$ cat src/rtl/round_sequencer_if.sv
// Round sequencer bus: the four debounced/enable inputs and the six registered status outputs.
// The sequencer itself uses the slave view; the driving side uses the master view.
interface round_sequencer_if;
    logic        tick;
    logic        ms_tick;
    logic        go;
    logic        press;
    logic [15:0] count;
    logic        start;
    logic [1:0]  state;
    logic [15:0] react_time;
    logic        false_start;
    logic        done;

    modport slave (
        input  tick, ms_tick, go, press,
        output count, start, state, react_time, false_start, done
    );

    modport master (
        output tick, ms_tick, go, press,
        input  count, start, state, react_time, false_start, done
    );
endinterface

$ cat src/rtl/round_sequencer.sv
// Reaction-game round sequencer: IDLE -> COUNTDOWN -> PLAY -> RESULT, timing the player's press.
// Optional feature: define ROUND_TIMEOUT_EN to end PLAY once react_time reaches TIMEOUT_MS.
module round_sequencer #(
    parameter logic [15:0] COUNT_INIT = 16'd5,
    parameter logic [15:0] TIMEOUT_MS = 16'd5000
) (
    input  logic              clock,
    input  logic              reset,
    round_sequencer_if.slave  bus
);

`ifdef ROUND_TIMEOUT_EN
    localparam bit TIMEOUT_ON = 1'b1;
`else
    localparam bit TIMEOUT_ON = 1'b0;
`endif

    typedef enum logic [1:0] {
        IDLE      = 2'd0,
        COUNTDOWN = 2'd1,
        PLAY      = 2'd2,
        RESULT    = 2'd3
    } state_t;

    state_t      state_reg;
    logic [15:0] count_reg;
    logic        start_reg;
    logic [15:0] react_reg;
    logic        false_start_reg;
    logic        done_reg;

    // 17-bit increment so a saturated react_time can never alias a timeout value.
    logic [16:0] react_inc;
    logic        timeout_hit;

    assign react_inc   = {1'b0, react_reg} + 17'd1;
    assign timeout_hit = TIMEOUT_ON && (react_inc == {1'b0, TIMEOUT_MS});

    always_ff @(posedge clock or negedge reset) begin
        if (!reset) begin
            state_reg       <= IDLE;
            count_reg       <= COUNT_INIT;
            start_reg       <= 1'b0;
            react_reg       <= 16'd0;
            false_start_reg <= 1'b0;
            done_reg        <= 1'b0;
        end else begin
            done_reg <= 1'b0;
            case (state_reg)
                IDLE: begin
                    count_reg <= COUNT_INIT;
                    if (bus.go) begin
                        state_reg <= COUNTDOWN;
                    end
                end
                COUNTDOWN: begin
                    if (bus.press) begin
                        false_start_reg <= 1'b1;
                        react_reg       <= 16'hFFFF;
                        state_reg       <= RESULT;
                        done_reg        <= 1'b1;
                    end else if (count_reg == 16'd0) begin
                        state_reg <= PLAY;
                        start_reg <= 1'b1;
                        react_reg <= 16'd0;
                    end else if (bus.tick) begin
                        count_reg <= count_reg - 16'd1;
                        if (count_reg == 16'd1) begin
                            state_reg <= PLAY;
                            start_reg <= 1'b1;
                            react_reg <= 16'd0;
                        end
                    end
                end
                PLAY: begin
                    // A press wins over a coincident ms_tick, freezing the measured time.
                    if (bus.press) begin
                        state_reg <= RESULT;
                        start_reg <= 1'b0;
                        done_reg  <= 1'b1;
                    end else if (bus.ms_tick) begin
                        if (timeout_hit) begin
                            state_reg       <= RESULT;
                            start_reg       <= 1'b0;
                            done_reg        <= 1'b1;
                            react_reg       <= 16'hFFFF;
                            false_start_reg <= 1'b0;
                        end else if (react_reg != 16'hFFFF) begin
                            react_reg <= react_inc[15:0];
                        end
                    end
                end
                RESULT: begin
                    if (bus.go) begin
                        state_reg       <= COUNTDOWN;
                        count_reg       <= COUNT_INIT;
                        react_reg       <= 16'd0;
                        false_start_reg <= 1'b0;
                    end
                end
                default: state_reg <= IDLE;
            endcase
        end
    end

    assign bus.count       = count_reg;
    assign bus.start       = start_reg;
    assign bus.state       = state_reg;
    assign bus.react_time  = react_reg;
    assign bus.false_start = false_start_reg;
    assign bus.done        = done_reg;

endmodule

$ cat src/flat_wrapper.sv
// flat-port wrapper written by rule: the top's interface ports become plain ports
module round_sequencer_flat 
#(
    parameter logic [15:0] COUNT_INIT = 16'd5,
    parameter logic [15:0] TIMEOUT_MS = 16'd5000
)
  (clock, reset, bus_tick, bus_ms_tick, bus_go, bus_press, bus_count, bus_start, bus_state, bus_react_time, bus_false_start, bus_done);
  round_sequencer_if bus_i ();
  input  logic clock;
  input  logic reset;
  input wire logic [$bits(bus_i.tick)-1:0] bus_tick;
  input wire logic [$bits(bus_i.ms_tick)-1:0] bus_ms_tick;
  input wire logic [$bits(bus_i.go)-1:0] bus_go;
  input wire logic [$bits(bus_i.press)-1:0] bus_press;
  output wire logic [$bits(bus_i.count)-1:0] bus_count;
  output wire logic [$bits(bus_i.start)-1:0] bus_start;
  output wire logic [$bits(bus_i.state)-1:0] bus_state;
  output wire logic [$bits(bus_i.react_time)-1:0] bus_react_time;
  output wire logic [$bits(bus_i.false_start)-1:0] bus_false_start;
  output wire logic [$bits(bus_i.done)-1:0] bus_done;
  assign bus_i.tick = bus_tick;
  assign bus_i.ms_tick = bus_ms_tick;
  assign bus_i.go = bus_go;
  assign bus_i.press = bus_press;
  assign bus_count = bus_i.count;
  assign bus_start = bus_i.start;
  assign bus_state = bus_i.state;
  assign bus_react_time = bus_i.react_time;
  assign bus_false_start = bus_i.false_start;
  assign bus_done = bus_i.done;
  round_sequencer #(.COUNT_INIT(COUNT_INIT), .TIMEOUT_MS(TIMEOUT_MS)) u_core (.clock(clock), .reset(reset), .bus(bus_i));
endmodule
$ cat config.mk
export PLATFORM = sky130hd
export DESIGN_NAME = round_sequencer_flat
export DESIGN_NICKNAME = d
export VERILOG_FILES = /design/src/rtl/round_sequencer_if.sv /design/src/rtl/round_sequencer.sv /design/src/flat_wrapper.sv
export SDC_FILE = /design/constraint.sdc
export NUM_CORES = 1
export LEC_CHECK = 0
export ABC_AREA = 0
export CELL_PAD_IN_SITES_DETAIL_PLACEMENT = 2
export CELL_PAD_IN_SITES_GLOBAL_PLACEMENT = 2
export CORE_MARGIN = 10
export CORE_UTILIZATION = 34
export CTS_CLUSTER_SIZE = 30
export DETAILED_ROUTE_END_ITERATION = 7
export HOLD_SLACK_MARGIN = 0.05
export PLACE_DENSITY_LB_ADDON = 0.1
export SYNTH_ARGS = -nofsm -noshare
export SYNTH_HDL_FRONTEND = slang
export SYNTH_SLANG_ARGS = --single-unit
$ cat constraint.sdc
create_clock -name clock -period 6.5 [get_ports clock]
set_input_delay 1.3 -clock clock [delete_from_list [all_inputs] [get_ports clock]]
set_output_delay 1.3 -clock clock [all_outputs]
set_load 0.03 [all_outputs]
## Yosys cells after proc, flatten, opt, wreduce, memory -nomap -nowiden

Cells that the tools add are included.

| storage, ports and cells | value |
|---|---|
| bits in registers | 37 |
| bits of input ports | 6 |
| output and inout port bits | 37 |
| logic and storage cells | 72 |

| operators by class | value |
|---|---|
| $add $sub $neg | 2 |
| equal/unequal tests | 19 |
| muxes and demuxes | 32 |
| reduce and logical (&&, ||, !) cells | 13 |

Operators by type and width:

| cell | number |
|---|---|
| two-way mux 16 bit | 12 |
| case mux 16 bit (3 select lines) | 2 |
| adder 16 x 1 -> 16 bit, second input constant | 1 |
| == test 16 x 1 -> 1 bit, second input constant | 1 |
| zero test 16 bit | 1 |
| != test 16 bit, second input constant | 1 |
| != test 2 bit, second input constant | 8 |
| subtractor 16 x 1 -> 16 bit, second input constant | 1 |
| two-way mux 2 bit | 6 |
| AND reduction 5 bit | 2 |
| two-way mux 1 bit | 9 |
| AND reduction 7 bit | 1 |
| case mux 2 bit (3 select lines) | 1 |
| nonzero test 3 bit | 2 |
| == test 2 bit, second input constant | 2 |
| != test 2 x 1 -> 1 bit, second input constant | 2 |
| != test 4 x 2 -> 1 bit, second input constant | 1 |
| != test 4 x 3 -> 1 bit, second input constant | 1 |
| case mux 1 bit (2 select lines) | 2 |
| AND reduction 4 bit | 1 |
| nonzero test 2 bit | 2 |
| OR reduction 2 bit | 2 |
| != test 3 x 1 -> 1 bit, second input constant | 1 |
| != test 3 x 2 -> 1 bit, second input constant | 1 |
| other kinds (3) | 3 |

## Longest topological paths before layout

Gate-level depths: netlist of run 1.

| depth | value |
|---|---|
| depth after elaboration | 6 |
| gate-level depth with buffers | 9 |
| mapped depth without buffers | 7 |

## Worst setup path before layout of run 1

Ideal clock, no wire load.

| timing path | value |
|---|---|
| path type | in2reg |
| start | input bus_press |
| end | register u_core.count_reg[14] (netlist: u_core.bus.count[14]) |
| setup time | 78 ps |
| arrival time | 2805 ps |
| data required time | 6422 ps |
| slack | 3617 ps |
| stages on the path | 5 |
| path buffers | 0 |
| cell sequence | nand2b_1 a211oi_1 o2111ai_1 or3_2 a21oi_1 |

| on the way | value |
|---|---|
| word-level cells in the longest chain between the ends | 2 |

RTL lines:

| item | RTL line | text |
|---|---|---|
| start: declaration | flat_wrapper.sv:14 | `input wire logic [$bits(bus_i.press)-1:0] bus_press;` |
| != test 2 bit (no source line) | n/a |  |
| AND reduction 5 bit (no source line) | n/a |  |
| end signal: assignment | round_sequencer.sv:67 | `count_reg <= count_reg - 16'd1;` |
| end: declaration | round_sequencer.sv:26 | `logic [15:0] count_reg;` |

No other way between the ends.
A chain may end at the register's enable or synchronous reset.

## Final worst setup path of run 1

| timing path | value |
|---|---|
| start | input bus_press |
| end | register u_core.react_reg[7] (netlist: u_core.bus.react_time[7]) |

| on the way | value |
|---|---|
| word-level cells in the longest chain between the ends | 2 |
| elaborated cells on any way between the ends | 6 |
| classes of those cells | 3 x eq/ne; 2 x mux; 1 x reduce/logical |

RTL lines:

| item | RTL line | text |
|---|---|---|
| != test 4 x 2 -> 1 bit (no source line) (tied with other cells) | n/a |  |
| AND reduction 7 bit (no source line) or case mux 16 bit (3 select lines) (tied branches) | n/a |  |
| end signal: assignment | round_sequencer.sv:89 | `react_reg <= react_inc[15:0];` |
| end: declaration | round_sequencer.sv:28 | `logic [15:0] react_reg;` |

Several ways; a longest one is shown, not always the timed one.

==> impl_metrics.py, run 1 <==
metrics = {
    "outcome": {
        "status": "complete, no violations",
    },
    "sta": {
        "setup_tns_ns": 0,
        "setup_viol": 0,
        "rsz0062_at_grt": "false",
        "finalCriticalPeriod_ns": 3.83,
        "finalHoldViolCount": 0,
        "finClkSkew_ns": 0.00853,
        "slew_headroom_pct": 36.0,
        "worstMarginPinSlew_ns": 0.960,
        "drv_slew": 0,
        "min_period_over_period_pct": 58.9,
        "setup_slack_ns": 2.67,
        "max_freq_mhz": 261,
    },
    "cts": {
        "ctsLongestPathBuffers": 2,
        "clk_latency_ns": 0.29,
        "cts_setup_buffers": 0,
        "htreeDepth": 2,
        "cts-buffers-inserted": 5,
        "tritoncts": "yes",
        "cts_resized": 0,
        "path_clk_slew_ns": 0.07,
        "holdBufCountCts": 0,
        "cts_root_buffer": "clkbuf_8",
        "cts.sinks": 37,
    },
    "worst_setup_path": {
        "worstSetupPathType": "input pin to flip-flop",
        "end_kind": "flip-flop",
        "crit_family": "compound AO/OA/AOI/OAI gates",
        "cp_cell_sequence": "clkdlybuf4s50_1, nand2b_1, a2111oi_0, a22o_1, nand2_1, a221o_1",
        "cp.arrival_ns": 4.00,
        "cp.required_ns": 6.67,
        "cpPeakStageDelay_ns": 0.58,
        "cpMaxStageDelayCell": "clkdlybuf4s50_1",
        "cp-start-kind": "input pin",
        "path_buf_inv": 1,
        "crit_fanout": 12,
    },
    "finish": {
        "n_antenna_cell": 0,
        "syn_to_final_growth_pct": 24.3,
        "final_design_area_no_fill_um2": 2860,
        "final_layout_size_suffix_gt1_share_pct": 6.83,
        "final_nets": 306,
        "fillers": 714,
        "final_cells": 370,
    },
    "grt": {
        "use_met2_pct": 22.6,
        "grt_pass1_vias": 2283,
        "grt_pass1_wl_um": 12000,
        "grt_max_degree": 38,
        "use_met3_pct": 3.04,
        "grt_usage_pct": 14.4,
        "gr-max-usage-layer": "met2",
        "grt_use_met1_pct": 19.5,
        "overflow": 0,
        "grt_antenna_before_repair": 0,
    },
    "yosys": {
        "synthAdderAreaFrac_pct": 4.35,
        "synth_top_family_by_area": "compound AO/OA/AOI/OAI gates",
        "ys_warn_count": 0,
        "synth_area_um2": 2300,
        "synth_xor_xnor_area_share_pct": 1.52,
        "synth_nets": 267,
        "yosysSeqAreaShare_pct": 40.3,
        "ys.flop_type": "dfrtp_1",
        "syn_area_per_cell_um2": 9.10,
        "synth_mux_area_share_pct": 0.870,
        "postSynthCellCount": 253,
        "synth_cell_types": 54,
        "ys_ff_latch": 37,
        "synthArstFlopShare_pct": 100,
        "synth-compound-area-share_pct": 24.6,
        "synth-simple-area-share_pct": 23.9,
        "synth-edff-count": 0,
    },
    "placed_design": {
        "dp.cells": 362,
        "gp_congestion": 0.774,
        "dp_hpwl_um": 5210,
        "post-place-ws_ns": 2.31,
        "post_dp_cell_area_um2": 2770,
        "io_buffers": 42,
    },
    "die": {
        "die_area_um2": 10500,
        "io_pins": 43,
        "fp.dieH_um": 102,
        "start_util_pct": 35.6,
        "die_w_um": 102,
        "placementRows": 29,
        "core-area_um2": 6460,
    },
    "power_and_ir_drop": {
        "power_leakage_nw": 1.15,
        "pwr_density_cell_nw_per_um2": 544,
        "p_total_mw": 1.56,
        "ir_drop_v": 0.000207,
    },
    "routing": {
        "drt-total-wl_um": 7100,
        "viasPerCell": 5.87,
        "dr_total_vias": 2172,
        "antenna_left": 0,
        "drc_errors": 0,
        "routedWlPerCell_um": 19.2,
        "drt-initial-drc-count": 91,
        "dr.pass1.iters": 6,
    },
    "worst_hold_path": {
        "hold_path_class": "flip-flop to flip-flop",
    },
    "flow_run": {
        "maxCapViolCount": 0,
    },
}
[Yosys cell counts, drive strengths merged (3+ instances only)]
cell type  instances  area, µm²
a211o              3       26.3
a211oi             5       37.5
a21oi             17       85.1
a221o              7       70.1
a22o               3       26.3
a31oi              5       31.3
and3               3       18.8
clkbuf             8       30.0
dfrtp             35        876
ha                 8        100
inv               13       48.8
nand2             18       67.6
nand2b             8       50.1
nand3              9       45.0
nand4              5       31.3
nor2              11       41.3
nor3               5       25.0
nor4               6       37.5
o211ai             5       37.5
o21ai             15       75.1
o2bb2ai            4       35.0
o31ai              8       65.1
or3               13       91.3
or4                7       56.3
xor2               3       26.3
[power by group]
part | switching, mW | internal (mW)
Clock | 0.0842 | 0.0866
Sequential | 0.120 | 0.319
Combinational | 0.579 | 0.369
[final cells by class]
class	instances	area (µm²)	area share (%)
Clock buffer	8	90.1	3.15
Timing Repair Buffer	43	423	14.8
Multi-Input combinational cell	191	1270	44.4
Inverter	14	52.6	1.84
Tap cell	77	96.3	3.37
Sequential cell	37	928	32.4
[cells in the final DEF, fill, tap and decap left out, types with 6 or more instances in the layout]
| cell type | n |
|---|---|
| a21oi_1 | 17 |
| nand2b_1 | 8 |
| o21ai_0 | 15 |
| dfrtp_1 | 35 |
| nand2_1 | 18 |
| clkdlybuf4s50_1 | 41 |
| nand3_1 | 9 |
| ha_1 | 8 |
| o31ai_1 | 7 |
| a221o_1 | 7 |
| nor4_1 | 6 |
| or4_1 | 6 |
| or3_1 | 8 |
| nor2_1 | 11 |
| clkbuf_8 | 6 |
| inv_1 | 13 |
[cells by family (layout without fill, tap and decap cells)]
group	count (synthesis)	in the layout
adders and majority gates	8	8
AOI/OAI and AO/OA	81	81
and+or+nand+nor	96	96
xor gates and xnor gates	4	4
buffers and inverters	25	65
muxes	2	2
DFF	37	37
[stage by stage]
step / hold WS (ns) / util [%]
finish: 0.513 / 44.3
global route: 0.536 / 44.3
CTS: 0.517 / 44.3
detailed placement: 0.488 / 42.9
global placement: 0.490 / 42.9
floorplan: 0.602 / -
[worst paths after layout]
kind,startpoint,end,cells past startpoint,slack (ns)
max,bus_press,u_core.bus.react_time[7],6,2.67
min,u_core.bus.start,u_core.bus.start,1,0.51
max reg2reg,u_core.bus.state[0],u_core.bus.react_time[7],6,3.27
min reg2reg,u_core.bus.start,u_core.bus.start,1,0.51
max in group asynchronous,reset,u_core.bus.react_time[5],1,4.81
min in group asynchronous,reset,u_core.bus.count[13],1,1.13
[per-layer routing]
layer | up-vias | routed length, µm
li1 | 1041 | -
met1 | 1094 | 3480
met2 | 30 | 3280
met3 | 7 | 268
met4 | 0 | 74
met5 | - | 0
Note: power is estimated with default switching activity, not from simulation.
==> run 2, diff against run 1 <==
--- a/config.mk
+++ b/config.mk
@@ -9,7 +9,7 @@
 export CELL_PAD_IN_SITES_DETAIL_PLACEMENT = 2
 export CELL_PAD_IN_SITES_GLOBAL_PLACEMENT = 2
 export CORE_MARGIN = 10
-export CORE_UTILIZATION = 34
+export CORE_UTILIZATION = 29
 export CTS_CLUSTER_SIZE = 30
 export DETAILED_ROUTE_END_ITERATION = 7
 export HOLD_SLACK_MARGIN = 0.05
==> constraint.sdc (replaced) <==
create_clock -name clock -period 3.3 [get_ports clock]
set_input_delay 0.66 -clock clock [delete_from_list [all_inputs] [get_ports clock]]
set_output_delay 0.66 -clock clock [all_outputs]
set_load 0.03 [all_outputs]
==> run 2 against run 1 <==
Effect of this change: clock skew rose by 0.0037 ns; final area rose by 4.3%; sequential power rose by 97%; total power rose by 110%; worst hold slack got worse by 0.036 ns; clock power rose to 2.9 times the previous value; count of clock-buffer cells in the layout fell by 3; critical path depth did not move; register-to-register slack got worse by 2.6 ns; cell count rose by 8.4%; largest power group unchanged; highest routed layer unchanged.
==> impl_metrics.py, run 2 (synthesized netlist as in run 1, its figures left out) <==
metrics = {
    "outcome": {
        "status": "complete, no violations",
    },
    "worst_setup_path": {
        "cp.required_ns": 3.48,
        "rr_endpoint": "u_core.bus.react_time[9]",
        "end_kind": "flip-flop",
        "reg2reg_depth": 7,
        "setup.worst_path.end": "u_core.bus.react_time[9]",
        "worstSetupPathType": "input pin to flip-flop",
        "cp-start-kind": "input pin",
        "r2r_start": "u_core.bus.count[1]",
        "critPathLaunch": "bus_go",
        "cp.arrival_ns": 2.88,
        "crit_fanout": 12,
        "r2r_slack_ns": 0.64,
    },
    "sta": {
        "slew_headroom_pct": 40.9,
        "hold_ws_ns": 0.477,
        "finalCriticalPeriod_ns": 2.70,
        "setup_viol": 0,
        "finClkSkew_ns": 0.0123,
        "setup_tns_ns": 0,
        "worstMarginPinSlew_ns": 0.886,
        "finalHoldViolCount": 0,
        "setup_slack_ns": 0.600,
        "rsz0062_at_grt": "false",
        "max_freq_mhz": 370,
        "min_period_over_period_pct": 81.8,
        "drv_slew": 0,
    },
    "routing": {
        "routedWlPerCell_um": 18.4,
        "drt-total-wl_um": 7380,
        "dr_total_vias": 2230,
        "dr.pass1.iters": 4,
        "viasPerCell": 5.56,
        "drt-initial-drc-count": 76,
        "antenna_left": 0,
        "drc_errors": 0,
    },
    "grt": {
        "grt_pass1_wl_um": 12400,
        "grt_usage_pct": 12.8,
        "overflow": 0,
        "grt_antenna_before_repair": 0,
        "grt_pass1_vias": 2373,
        "grt_max_degree": 38,
    },
    "finish": {
        "post-route-util_pct": 38.6,
        "mostFrequentLayoutCell": "clkdlybuf4s50_1",
        "final_layout_size_suffix_gt1_share_pct": 9.36,
        "final_nets": 312,
        "syn_to_final_growth_pct": 29.7,
        "n_antenna_cell": 0,
        "layout_common_cells": "41 x clkdlybuf4s50_1, 35 x dfrtp_1, 18 x nand2_1",
    },
    "die": {
        "start_util_pct": 29.8,
        "die_area_um2": 11900,
        "io_pins": 43,
        "die_w_um": 109,
        "core-area_um2": 7730,
        "fp.dieH_um": 109,
        "placementRows": 32,
    },
    "power_and_ir_drop": {
        "power_leakage_nw": 1.20,
        "pwr_density_cell_nw_per_um2": 1100,
        "ir_drop_v": 0.000369,
    },
    "placed_design": {
        "io_buffers": 42,
        "post-place-ws_ns": 0.297,
        "gp_congestion": 0.750,
        "dp_hpwl_um": 5520,
    },
    "cts": {
        "cts_root_buffer": "clkbuf_8",
        "ctsLongestPathBuffers": 2,
        "clk_latency_ns": 0.30,
        "cts_resized": 0,
        "path_clk_slew_ns": 0.09,
        "holdBufCountCts": 0,
        "htreeDepth": 2,
        "cts.sinks": 37,
        "tritoncts": "yes",
        "cts-buffers-inserted": 5,
        "cts_setup_buffers": 0,
    },
    "flow_run": {
        "maxCapViolCount": 0,
    },
    "worst_hold_path": {
        "hold_path_class": "input pin to async pin",
    },
}
-- run 2: worst min path at each step --
stage,endpoint,slack [ns],from
after floorplan,u_core.bus.count[10],0.36,reset
after global placement,u_core.bus.start,0.49,u_core.bus.start
after CTS,u_core.bus.count[8],0.52,reset
after global routing,u_core.bus.count[8],0.55,reset
after detailed placement,u_core.bus.start,0.50,u_core.bus.start
final,u_core.bus.count[8],0.48,reset
-- run 2: layout make-up --
cell class / instances / area (µm²)
Multi-Input combinational cell: 191 / 1270
Clock buffer: 5 / 68.8
Timing Repair Buffer: 49 / 468
Fill cell: 892 / 4740
Clock inverter: 3 / 68.8
Tap cell: 102 / 128
Sequential cell: 37 / 928
Inverter: 14 / 52.6
-- run 2: layer usage --
| metal | global-route usage [%] | up-vias | part of all wire (%) |
|---|---|---|---|
| met2 | 20.9 | 37 | 47 |
| met5 | 0 | - | 0 |
| met4 | 2.45 | 0 | 0.54 |
| met1 | 16.8 | 1135 | 47 |
| li1 | - | 1054 | - |
| met3 | 3.48 | 4 | 5.4 |
-- run 2: worst max-delay path, cell delays in order --
cell	delay, ns
clkdlybuf4s50_1	0.53
nor2b_1	0.10
a2111oi_0	0.58
a22o_1	0.24
nand2_1	0.31
a221o_1	0.47
-- run 2: where the power goes --
group	total, mW	switching (mW)	leakage (nW)	internal [mW]
clock network	0.490	0.186	0.0687	0.305
logic	1.94	1.16	0.655	0.777
registers	0.863	0.235	0.476	0.628
total	3.30	1.59	1.20	1.71
-- run 2: stage by stage --
stage | instance area (µm²) | std cells | power, mW
after CTS | 2990 | 401 | 3.35
after global routing | 2990 | 401 | 3.57
after global placement | 2850 | 393 | 2.80
after detailed placement | 2850 | 393 | 2.84
final | 2990 | 401 | 3.30
after floorplan | 2300 | 253 | 2.07
